$ cat config.mk
export PLATFORM = sky130hd
export DESIGN_NAME = keypad_multitap_decoder
export DESIGN_NICKNAME = d
export VERILOG_FILES = /design/src/rtl/keypad_pkg.sv /design/src/rtl/keypad_scanner.sv /design/src/rtl/keypad_multitap_decoder.sv
export SDC_FILE = /design/constraint.sdc
export NUM_CORES = 1
export LEC_CHECK = 0
export ABC_AREA = 1
export CORE_MARGIN = 2
export CORE_UTILIZATION = 56
export DETAILED_ROUTE_END_ITERATION = 10
export GPL_ROUTABILITY_DRIVEN = 0
export GPL_TIMING_DRIVEN = 0
export PLACE_DENSITY = 0.8
export SLEW_MARGIN = 20
export SYNTH_ARGS = -nofsm -noshare
export SYNTH_HDL_FRONTEND = slang
export SYNTH_SLANG_ARGS = --single-unit
$ cat constraint.sdc
create_clock -name clk -period 2.3 [get_ports clk]
set_input_delay 0.46 -clock clk [delete_from_list [all_inputs] [get_ports clk]]
set_output_delay 0.46 -clock clk [all_outputs]
set_load 0.02 [all_outputs]
$ cat src/rtl/keypad_pkg.sv
// Shared keypad types and the multi-tap key table: key code layout, key roles,
// letter group base characters and group sizes.
package keypad_pkg;

  // One scan result: valid flag plus the {row, col} position of the single active key.
  typedef struct packed {
    logic       valid;
    logic [1:0] row;
    logic [1:0] col;
  } key_code_t;

  typedef enum logic [2:0] {
    RoleLetter,
    RoleCommit,
    RoleClear,
    RoleSubmit,
    RoleNone
  } key_role_e;

  localparam logic [7:0] AsciiSpace = 8'h20;

  // Phone layout on a 4x4 pad: 2..9 carry the letter groups, '*' commits,
  // '#' clears and 'D' submits the word.
  function automatic key_role_e key_role(input key_code_t k);
    if (!k.valid) return RoleNone;
    case ({k.row, k.col})
      4'h1, 4'h2, 4'h4, 4'h5, 4'h6, 4'h8, 4'h9, 4'hA: return RoleLetter;
      4'hC:    return RoleCommit;
      4'hE:    return RoleClear;
      4'hF:    return RoleSubmit;
      default: return RoleNone;
    endcase
  endfunction

  // Letter group index: 0=ABC 1=DEF 2=GHI 3=JKL 4=MNO 5=PQRS 6=TUV 7=WXYZ.
  function automatic logic [2:0] key_group(input key_code_t k);
    case ({k.row, k.col})
      4'h1:    return 3'd0;
      4'h2:    return 3'd1;
      4'h4:    return 3'd2;
      4'h5:    return 3'd3;
      4'h6:    return 3'd4;
      4'h8:    return 3'd5;
      4'h9:    return 3'd6;
      4'hA:    return 3'd7;
      default: return 3'd0;
    endcase
  endfunction

  // ASCII of the first letter in each group.
  function automatic logic [7:0] group_base(input logic [2:0] g);
    case (g)
      3'd0:    return 8'h41;
      3'd1:    return 8'h44;
      3'd2:    return 8'h47;
      3'd3:    return 8'h4A;
      3'd4:    return 8'h4D;
      3'd5:    return 8'h50;
      3'd6:    return 8'h54;
      default: return 8'h57;
    endcase
  endfunction

  function automatic logic [2:0] group_size(input logic [2:0] g);
    return ((g == 3'd5) || (g == 3'd7)) ? 3'd4 : 3'd3;
  endfunction

endpackage

$ cat src/rtl/keypad_scanner.sv
// Column scanner and per-key debouncer. Produces one key_event per complete
// press/release cycle, carrying the debounced key_code.
module keypad_scanner
  import keypad_pkg::*;
#(
  parameter int unsigned SCAN_DWELL     = 16,
  parameter int unsigned DEBOUNCE_SCANS = 4
) (
  input  logic      clk,
  input  logic      nRst,
  input  logic [3:0] row,
  output logic [3:0] col,
  output logic      key_event,
  output key_code_t key_code,
  output logic      key_error
);

  localparam int unsigned DwellW = (SCAN_DWELL > 1) ? $clog2(SCAN_DWELL) : 1;
  localparam int unsigned DbW    = $clog2(DEBOUNCE_SCANS + 1);
  localparam logic [DbW-1:0] DbMax = DbW'(DEBOUNCE_SCANS);

  typedef enum logic [1:0] {StIdle, StPressDb, StHeld, StReleaseDb} db_state_e;

  logic [DwellW-1:0] dwell_q;
  logic [1:0]        col_idx_q;
  logic              acc_valid_q, acc_multi_q, key_error_q;
  logic [3:0]        acc_code_q;

  db_state_e         state_q;
  key_code_t         cand_q;
  logic [DbW-1:0]    db_cnt_q, db_next;
  logic              key_event_q;

  logic              sample, scan_done, m_valid, m_multi;
  logic [2:0]        n_hits;
  logic [1:0]        hit_row;
  logic [3:0]        m_code;
  key_code_t         scan_code;

  assign col       = 4'b0001 << col_idx_q;
  assign key_event = key_event_q;
  assign key_code  = cand_q;
  assign key_error = key_error_q;

  // Merge this column's row sample into the running scan result.
  always_comb begin
    sample  = (dwell_q == DwellW'(SCAN_DWELL - 1));
    n_hits  = 3'd0;
    hit_row = 2'd0;
    for (int i = 0; i < 4; i++) begin
      if (row[i]) begin
        n_hits  = n_hits + 3'd1;
        hit_row = 2'(i);
      end
    end
    m_multi   = acc_multi_q || (n_hits > 3'd1) || ((n_hits == 3'd1) && acc_valid_q);
    m_valid   = acc_valid_q || (n_hits != 3'd0);
    m_code    = acc_valid_q ? acc_code_q : {hit_row, col_idx_q};
    scan_done = sample && (col_idx_q == 2'd3);
    db_next   = db_cnt_q + DbW'(1);
    // A multi-key scan is reported as no key at all.
    scan_code.valid = m_valid && !m_multi;
    scan_code.row   = m_code[3:2];
    scan_code.col   = m_code[1:0];
  end

  // Column rotation, dwell timing and per-scan accumulation.
  always_ff @(posedge clk or negedge nRst) begin
    if (!nRst) begin
      dwell_q     <= '0;
      col_idx_q   <= 2'd0;
      acc_valid_q <= 1'b0;
      acc_multi_q <= 1'b0;
      acc_code_q  <= 4'd0;
      key_error_q <= 1'b0;
    end else begin
      key_error_q <= scan_done && m_multi;
      if (sample) begin
        dwell_q   <= '0;
        col_idx_q <= col_idx_q + 2'd1;
        if (col_idx_q == 2'd3) begin
          acc_valid_q <= 1'b0;
          acc_multi_q <= 1'b0;
          acc_code_q  <= 4'd0;
        end else begin
          acc_valid_q <= m_valid;
          acc_multi_q <= m_multi;
          acc_code_q  <= m_code;
        end
      end else begin
        dwell_q <= dwell_q + DwellW'(1);
      end
    end
  end

  // Debounce FSM, stepped once per scan; the event fires on the release exit.
  always_ff @(posedge clk or negedge nRst) begin
    if (!nRst) begin
      state_q     <= StIdle;
      cand_q      <= '0;
      db_cnt_q    <= '0;
      key_event_q <= 1'b0;
    end else begin
      key_event_q <= 1'b0;
      if (scan_done) begin
        case (state_q)
          StIdle: begin
            if (scan_code.valid) begin
              cand_q   <= scan_code;
              db_cnt_q <= DbW'(1);
              state_q  <= (DEBOUNCE_SCANS <= 1) ? StHeld : StPressDb;
            end
          end
          StPressDb: begin
            if (scan_code == cand_q) begin
              db_cnt_q <= db_next;
              if (db_next >= DbMax) state_q <= StHeld;
            end else begin
              state_q <= StIdle;
            end
          end
          StHeld: begin
            if (scan_code != cand_q) begin
              db_cnt_q <= DbW'(1);
              if (DEBOUNCE_SCANS <= 1) begin
                state_q     <= StIdle;
                key_event_q <= 1'b1;
              end else begin
                state_q <= StReleaseDb;
              end
            end
          end
          StReleaseDb: begin
            if (scan_code == cand_q) begin
              state_q <= StHeld;
            end else begin
              db_cnt_q <= db_next;
              if (db_next >= DbMax) begin
                state_q     <= StIdle;
                key_event_q <= 1'b1;
              end
            end
          end
          default: state_q <= StIdle;
        endcase
      end
    end
  end

endmodule

$ cat src/rtl/keypad_multitap_decoder.sv
// Multi-tap keypad text entry: repeated taps on a letter key cycle through its
// group, '*' commits the pending letter, '#' clears it, 'D' submits the word.
// Optional macro KEYPAD_AUTOCOMMIT_EN adds an idle timer that commits a pending
// letter after TAP_TIMEOUT cycles without a key event.
module keypad_multitap_decoder
  import keypad_pkg::*;
#(
  parameter int unsigned SCAN_DWELL     = 16,
  parameter int unsigned DEBOUNCE_SCANS = 4,
  parameter int unsigned TAP_TIMEOUT    = 50000
) (
  input  logic       clk,
  input  logic       nRst,
  input  logic [3:0] row,
  output logic [3:0] col,
  output logic [7:0] preview,
  output logic [7:0] char_out,
  output logic       char_valid,
  output logic       word_submit,
  output logic       clear,
  output logic       key_error
);

  logic       key_event;
  key_code_t  key_code;
  key_role_e  role;
  logic [2:0] grp, tap_inc;
  logic [7:0] cur_letter;
  logic       tap_wrap, tmo_fire;

  logic       pending_q, char_valid_q, word_submit_q, clear_q;
  logic [2:0] group_q;
  logic [1:0] tap_q;
  logic [7:0] char_out_q;

  keypad_scanner #(
    .SCAN_DWELL    (SCAN_DWELL),
    .DEBOUNCE_SCANS(DEBOUNCE_SCANS)
  ) u_scanner (
    .clk      (clk),
    .nRst     (nRst),
    .row      (row),
    .col      (col),
    .key_event(key_event),
    .key_code (key_code),
    .key_error(key_error)
  );

  assign role        = key_role(key_code);
  assign grp         = key_group(key_code);
  assign cur_letter  = group_base(group_q) + {6'd0, tap_q};
  assign tap_inc     = {1'b0, tap_q} + 3'd1;
  assign tap_wrap    = (tap_inc == group_size(group_q));
  assign preview     = pending_q ? cur_letter : AsciiSpace;
  assign char_out    = char_out_q;
  assign char_valid  = char_valid_q;
  assign word_submit = word_submit_q;
  assign clear       = clear_q;

`ifdef KEYPAD_AUTOCOMMIT_EN
  localparam int unsigned TmoW = (TAP_TIMEOUT > 1) ? $clog2(TAP_TIMEOUT) : 1;
  logic [TmoW-1:0] tmo_q;

  assign tmo_fire = pending_q && !key_event && (tmo_q == TmoW'(TAP_TIMEOUT - 1));

  // Idle timer: restarts on every key event and only runs while a letter is pending.
  always_ff @(posedge clk or negedge nRst) begin
    if (!nRst) begin
      tmo_q <= '0;
    end else if (key_event || !pending_q || tmo_fire) begin
      tmo_q <= '0;
    end else begin
      tmo_q <= tmo_q + TmoW'(1);
    end
  end
`else
  // No timer in this build; the parameter stays on the interface unused.
  assign tmo_fire = 1'b0 && (TAP_TIMEOUT != 0);
`endif

  // Pending-letter state and registered one-cycle output pulses.
  always_ff @(posedge clk or negedge nRst) begin
    if (!nRst) begin
      pending_q     <= 1'b0;
      group_q       <= 3'd0;
      tap_q         <= 2'd0;
      char_out_q    <= 8'h00;
      char_valid_q  <= 1'b0;
      word_submit_q <= 1'b0;
      clear_q       <= 1'b0;
    end else begin
      char_valid_q  <= 1'b0;
      word_submit_q <= 1'b0;
      clear_q       <= 1'b0;
      if (key_event) begin
        case (role)
          RoleLetter: begin
            if (pending_q && (group_q == grp)) begin
              tap_q <= tap_wrap ? 2'd0 : tap_inc[1:0];
            end else begin
              // A different group silently replaces the pending letter.
              pending_q <= 1'b1;
              group_q   <= grp;
              tap_q     <= 2'd0;
            end
          end
          RoleCommit: begin
            if (pending_q) begin
              char_out_q   <= cur_letter;
              char_valid_q <= 1'b1;
              pending_q    <= 1'b0;
            end
          end
          RoleClear: begin
            pending_q <= 1'b0;
            tap_q     <= 2'd0;
            clear_q   <= 1'b1;
          end
          RoleSubmit: word_submit_q <= 1'b1;
          default: ;
        endcase
      end else if (tmo_fire) begin
        char_out_q   <= cur_letter;
        char_valid_q <= 1'b1;
        pending_q    <= 1'b0;
      end
    end
  end

endmodule

After elaboration in Yosys (flattened, before gate mapping)
Memories as Yosys holds them, arrays and structs flattened.
Index checks and enable logic that the tools add are counted.
Cells by class
  add/sub/neg operators: 8
  order comparisons: 2
  equality and inequality tests: 27
  shifts and indexed selects: 1
  mux-type cells: 44
  bitwise logic cells: 1
  reductions and logical operators: 24
Operators by type and width (count)
  5-bit case mux with 7 select lines: 1
  3-bit two-way mux: 9
  2-bit two-way mux: 10
  1-bit two-way mux: 16
  3-bit by 2-bit equality test with 1-bit output, second input constant: 4
  3-bit equality test, second input constant: 4
  4-bit two-way mux: 3
  3-bit case mux with 4 select lines: 1
  3-bit AND reduction: 4
  5-bit AND reduction: 2
  3-bit by 1-bit adder with 3-bit output, second input constant: 3
  3-bit by 1-bit equality test with 1-bit output, second input constant: 3
  8-bit by 2-bit adder with 8-bit output: 1
  8-bit two-way mux: 1
  2-bit case mux with 4 select lines: 1
  2-bit equality test, second input constant: 3
  3-bit equality test: 2
  3-bit zero test: 2
  2-bit by 1-bit != test with 1-bit output, second input constant: 3
  5-bit equality test: 1
  1-bit logical AND: 5
  5-bit != test: 1
  4-bit by 1-bit adder with 4-bit output, second input constant: 1
  4-bit equality test, second input constant: 1
  other kinds (20): 25
Word-level totals
  register bits: 41
  bits in read-only memories: 96
  bits of input ports: 6
  memories kept: 2
Memories
  (name not given): words 16, width 3, read ports 1, clocked after Yosys merged registers in 0, write ports 0, line keypad_pkg.sv:37  | case ({k.row, k.col})
  (name not given): words 16, width 3, read ports 1, clocked after Yosys merged registers in 0, write ports 0, line keypad_pkg.sv:26  | case ({k.row, k.col})

Logic depth before layout (Yosys ltp)
  depth in word-level cells: 16
  depth in mapped cells: 21
  mapped depth without buffers: 21

By module
From an unflattened synthesis, not the netlist that was laid out.
Second synthesis, totals
  cell total of the unflattened synthesis: 360
  area, all modules: 2827.7 µm²
By module, submodules not included
  keypad_scanner: times used 1, cells an instance 193, area each 1610.3 µm², sequential area each 600.6 µm²
  keypad_multitap_decoder: times used 1, cells an instance 167, area each 1217.4 µm², sequential area each 400.4 µm²

Least setup slack after synthesis
No wires, ideal clock.
  path type: input to register
  from: input row[0]
  to: register u_scanner.state_q[0]
  library setup time: 0.119 ns
  arrival time: 2.307 ns
  setup slack: -0.126 ns
  stages on the path: 20
  path buffers: 0
  path through: inv_1 -> ha_1 -> inv_1 -> nand2_1 -> nand2_1 -> inv_1 -> ha_1 -> nand2_1 -> nand2_1 -> inv_1 -> nand2_2 -> nor2_8 -> nand2_4 -> nand2_4 -> nand3_2 -> nand2_2 -> nand2_2 -> nand2_2 -> nand3_2 -> and2_1
Between the ends
  word-level cells in the longest chain between the ends: 15
  elaborated cells between the ends (all ways): 26
  those cells by class: 3 x add/sub; 1 x order compare; 7 x eq/ne; 7 x mux; 8 x reduce/logical
RTL lines
  start: declaration: line keypad_multitap_decoder.sv:14  | input logic [3:0] row,
  1-bit two-way mux *: line keypad_scanner.sv:51  | if (row[i]) begin
  1-bit by 1-bit adder with 2-bit output: line keypad_scanner.sv:52  | n_hits = n_hits + 3'd1;
  3-bit two-way mux *: line keypad_scanner.sv:51
  3-bit by 1-bit adder with 3-bit output: line keypad_scanner.sv:52
  3-bit two-way mux *: line keypad_scanner.sv:51
  3-bit by 1-bit adder with 3-bit output: line keypad_scanner.sv:52
  3-bit two-way mux *: line keypad_scanner.sv:51
  3-bit by 1-bit greater-than comparator with 1-bit output / 3-bit by 1-bit equality test with 1-bit output (equally long branches): line keypad_scanner.sv:56  | m_multi = acc_multi_q || (n_hits > 3'd1) || ((n_hits == 3'd1) && acc_valid_q);
  1-bit logical OR / 1-bit logical AND (equally long branches): line keypad_scanner.sv:56
  1-bit logical OR: line keypad_scanner.sv:56
  1-bit zero test: line keypad_scanner.sv:62  | scan_code.valid = m_valid && !m_multi;
  1-bit logical AND *: line keypad_scanner.sv:62
  5-bit equality test / 5-bit != test (equally long branches): line keypad_scanner.sv:115, keypad_scanner.sv:134, keypad_scanner.sv:123
  3-bit by 1-bit != test with 1-bit output (no source line) (tied with other cells)
  5-bit AND reduction (no source line) / 2-bit case mux with 4 select lines (equally long branches)
  end signal: assignment: line keypad_scanner.sv:117  | if (db_next >= DbMax) state_q <= StHeld;
  end signal: assignment: line keypad_scanner.sv:119  | state_q <= StIdle;
  end signal: assignment: line keypad_scanner.sv:135  | state_q <= StHeld;
  end: declaration: line keypad_scanner.sv:29  | db_state_e state_q;
Every way passes the cells marked *; elsewhere a longest branch is shown, timed or not.
A chain may end at the register's enable or synchronous reset.

Final worst setup path
  from: register group_q[2]
  to: output preview[4]
Between the ends
  word-level cells in the longest chain between the ends: 4
  elaborated cells between the ends (all ways): 10
  those cells by class: 1 x add/sub; 6 x eq/ne; 2 x mux; 1 x reduce/logical
RTL lines
  start: declaration: line keypad_multitap_decoder.sv:32  | logic [2:0] group_q;
  start signal: assignment: line keypad_multitap_decoder.sv:103  | group_q <= grp;
  3-bit equality test (tied with other cells): line keypad_pkg.sv:52  | case (g)
  5-bit case mux with 7 select lines *: line keypad_pkg.sv:52
  8-bit by 2-bit adder with 8-bit output *: line keypad_multitap_decoder.sv:51  | assign cur_letter = group_base(group_q) + {6'd0, tap_q};
  8-bit two-way mux *: line keypad_multitap_decoder.sv:54  | assign preview = pending_q ? cur_letter : AsciiSpace;
  end: declaration: line keypad_multitap_decoder.sv:16  | output logic [7:0] preview,
Marks and branches as above.

==> results.md <==
| Parameter | Reported |
|---|---|
| Commonest cells after routing, fill and taps aside | 61 x sky130_fd_sc_hd__nand2_1, 39 x sky130_fd_sc_hd__inv_1, 38 x sky130_fd_sc_hd__dfrtp_1, 26 x sky130_fd_sc_hd__buf_4 |
| Failing checks | setup timing |
| Required time worst endpoint | 1.84 ns |
| Number of global-route vias before repair | 2,122 |
| Post-synthesis instance area | 0.002524 mm^2 |
| Post-synthesis sequential element count | 40 |
| Max-Slew Margin vs Limit | 66.12% |
| Count of vias placed by the detailed router | 2,252 |
| Final period utilization | 114.7% |
| Tightest Pin Transition | 0.5082 ns |
| Largest area contributor in the netlist | sky130_fd_sc_hd__dfrtp_1 |
| Sort of element at the end of the critical path | output pin |
| Fin util | 75.60% |
| Number of endpoints failing setup at the final stage | 4 |
| Crit path max-delay cell type | sky130_fd_sc_hd__dfrtp_1 |
| Buffering stage count on the worst path with inverters included | 3 |
| Power density over cell area | 448.1 mW/mm^2 |
| Status | finished with violations |
| Largest buffer count on any clock path | 2 |
| Post-layout instance count excluding filler cells | 420 |
| Drt pass-1 iters | 5 |
| Max-cap violation count | 0 |
| Peak clock frequency supported by timing | 379.2 MHz |
| Mean post-synth cell area | 8.089 um^2 |
| Count of nets after finishing | 391 |
| Worst path max stage delay | 0.45 ns |
| Wire length of the first global-routing pass | 9.059 mm |
| Latest clock arrival within the worst-skew pair | 0.30 ns |
| Library cell appearing most often on the critical path | sky130_fd_sc_hd__nand2_2 |
| TritonCTS clock tree | built |
| Detail Placement HPWL | 3.641 mm |
| Pre-CTS setup slack | -0.7166 ns |
| I/O pin cnt | 30 |
| DIE AREA | 0.005059 mm^2 |
| Std-Cell Rows | 24 |
| Clk Tree Root Cell | sky130_fd_sc_hd__clkbuf_8 |
| Gate count of the mapped netlist | 312 |
| # port buffers | 27 |
| Class of the most critical setup path | reg2out |
| Ranking of synthesized cells by area | sky130_fd_sc_hd__dfrtp_1 40%, sky130_fd_sc_hd__nand2_1 10%, sky130_fd_sc_hd__ha_1 7.9%, sky130_fd_sc_hd__inv_1 6.8%, sky130_fd_sc_hd__o21ai_0 3.6% |
| Final period demand of the worst path | 2.637 ns |
| Worst Path Max Fanout | 4 |
| Per-cell via count in the routed design | 5.362 |
| Antenna Cells | 0 |
| Top cell type's share of synthesized area | 39.66% |
| Clock-pin slew reported for the worst setup and hold paths after clock tree synthesis | 0.07 ns |
| Count of unresolved DRC violations after routing | 0 |
| Routed wire length per instance | 13.41 um |
| Number of warning messages in the yosys log | 0 |
| Core area | 0.004354 mm^2 |
| Unrepaired setup endpoints after global routing | true |
| Worst setup margin | -0.3374 ns |
| Pin count of the biggest net entering global routing | 22 |
| Placed Instances | 393 |
| Fillcell total | 301 |
| Critical path's top delay family | adder cells |
| Detailed router's first-iteration violation count | 99 |
| Static Leak | 1.592 nW |
| Number of hold-slack violations in the final timing report | 0 |
| Clock sink count | 40 |
| Fraction of layout cells with a size suffix above 1 | 29.08% |
| Number of distinct library cells after synthesis | 36 |
| Most common library cell in the layout ignoring fill and taps | sky130_fd_sc_hd__nand2_1 |
| Htree depth | 2 |
| Remaining number of nets flagged by the antenna check after routing | 0 |
| Die outline width | 71.13 um |
| Share of the yosys chip area belonging to registers | 39.66% |
| Class of the most critical hold timing path | in2async |
| Worst Setup Start Kind | register |
| Final hold slack | 0.1241 ns |
| Slew Viols, Final | 0 |
| IR drop worst, VDD | 0.0003499 V |
| Congestion Overflow GR | 0 |
| Total GRT Usage | 22.66% |
| Skew final | 0.008638 ns |
| Antenna violations before repair | 0 |
| Data arrival, critical path | 2.18 ns |
| Number of clock buffers inserted by TritonCTS | 5 |
| Starting density of the core | 57.96% |
| Sum of routed wire length over all layers | 5.632 mm |
| Die Span Y | 71.13 um |
| Area overhead of the layout relative to synthesis | 30.44% |
| Cell-by-cell trace of the critical path | nand2_2 -> nand2_2 -> o22ai_2 -> ha_2 -> inv_2 -> fa_2 -> a31oi_1 -> inv_1 -> nor2_1 -> buf_4 |
==> sequential cells by signal (all words and copies together) (netlist names), 2 cells and up, named ones only <==
| name | count |
|---|---|
| char_out | 7 |
| group_q | 3 |
| tap_q | 2 |
| u_scanner.acc_code_q | 4 |
| u_scanner.col_idx_q | 2 |
| u_scanner.db_cnt_q | 3 |
| u_scanner.dwell_q | 4 |
| u_scanner.key_code | 5 |
==> synthesized netlist by cell type <==
cell type and count:
sky130_fd_sc_hd__a211oi_1 1, sky130_fd_sc_hd__a21oi_1 7, sky130_fd_sc_hd__a21oi_2 1, sky130_fd_sc_hd__a31oi_1 4, sky130_fd_sc_hd__and2_1 1, sky130_fd_sc_hd__buf_2 1, sky130_fd_sc_hd__buf_4 4, sky130_fd_sc_hd__conb_1 1
sky130_fd_sc_hd__dfrtp_1 40, sky130_fd_sc_hd__fa_1 1, sky130_fd_sc_hd__ha_1 16, sky130_fd_sc_hd__inv_1 46, sky130_fd_sc_hd__inv_2 7, sky130_fd_sc_hd__inv_4 1, sky130_fd_sc_hd__nand2_1 69, sky130_fd_sc_hd__nand2_2 6
sky130_fd_sc_hd__nand2_4 2, sky130_fd_sc_hd__nand3_1 13, sky130_fd_sc_hd__nand3_2 5, sky130_fd_sc_hd__nand4_1 11, sky130_fd_sc_hd__nor2_1 19, sky130_fd_sc_hd__nor2_2 2, sky130_fd_sc_hd__nor2_4 2, sky130_fd_sc_hd__nor2_8 1
sky130_fd_sc_hd__nor3_1 1, sky130_fd_sc_hd__nor3_2 2, sky130_fd_sc_hd__nor3_4 1, sky130_fd_sc_hd__nor4_1 2, sky130_fd_sc_hd__o211ai_1 2, sky130_fd_sc_hd__o21ai_0 18, sky130_fd_sc_hd__o21ai_1 5, sky130_fd_sc_hd__o21ai_2 3
sky130_fd_sc_hd__o22ai_1 6, sky130_fd_sc_hd__or2_2 2, sky130_fd_sc_hd__xnor2_2 1, sky130_fd_sc_hd__xor2_1 8
==> cell type report <==
type | count | area [um^2] | area share (%)
multi-input combinational | 214 | 1459 | 44.32
buffer | 5 | 35.03 | 1.064
clock inverter | 1 | 5.005 | 0.1520
timing repair buffer | 48 | 439.2 | 13.34
clock buffer | 6 | 72.57 | 2.204
inverter | 54 | 212.7 | 6.461
tap | 52 | 65.06 | 1.976
sequential | 40 | 1003 | 30.48
==> power by group <==
group / switching [mW] / internal, mW
clock network: 0.236 / 0.206
registers: 0.0144 / 0.736
logic: 0.173 / 0.111
==> cell families after synthesis <==
kind of cell / Yosys count / synth area share, %
simple gates: 139 / 27.81
xor+xnor: 9 / 3.421
fa+ha+maj: 17 / 8.726
buf+inv: 59 / 9.519
compound gates: 47 / 10.71
flops: 40 / 39.66
other cells: 1 / 0.1486
==> stage by stage <==
| stage | TNS, ns | total power [mW] | cell area, um^2 |
|---|---|---|---|
| after floorplan | 0 | 0.9435 | 2555 |
| after global placement | -19.20 | 0.9940 | 2890 |
| after detailed placement | -8.742 | 1.004 | 2913 |
| after CTS | -0.6286 | 1.442 | 3097 |
| after global routing | -1.595 | 1.552 | 3292 |
| final | -1.141 | 1.475 | 3292 |
==> path summary, 6_finish.rpt <==
path                                       start               endpoint  slack [ns]  depth (start not counted)
setup / recovery                      group_q[2]             preview[4]       -0.34                         10
hold / removal                              nRst            char_out[2]        0.12                          1
setup reg to reg           u_scanner.key_code[1]            char_out[1]        0.26                         12
hold reg to reg                      char_out[5]            char_out[5]        0.48                          2
max in group asynchronous                   nRst  u_scanner.key_code[1]        1.69                          2
min in group clk                     char_out[5]            char_out[5]        0.48                          2
==> routing by layer <==
layer  GRT usage [%]  vias to the layer above  share of wire, %
met4           10.27                        0               2.4
met5               0                        -                 0
met2           40.08                       53                54
li1                -                     1116                 -
met1           27.14                     1072                40
met3           3.419                       11               3.3
==> repair_timing <==
item                       4_1_cts  5_1_grt
gates resized for setup         45       37
hold buffers                     0        0
buffers inserted                12        8
pin swaps                       16       22
setup endpoints to repair       16       27
(Power assumes the default switching activity.)
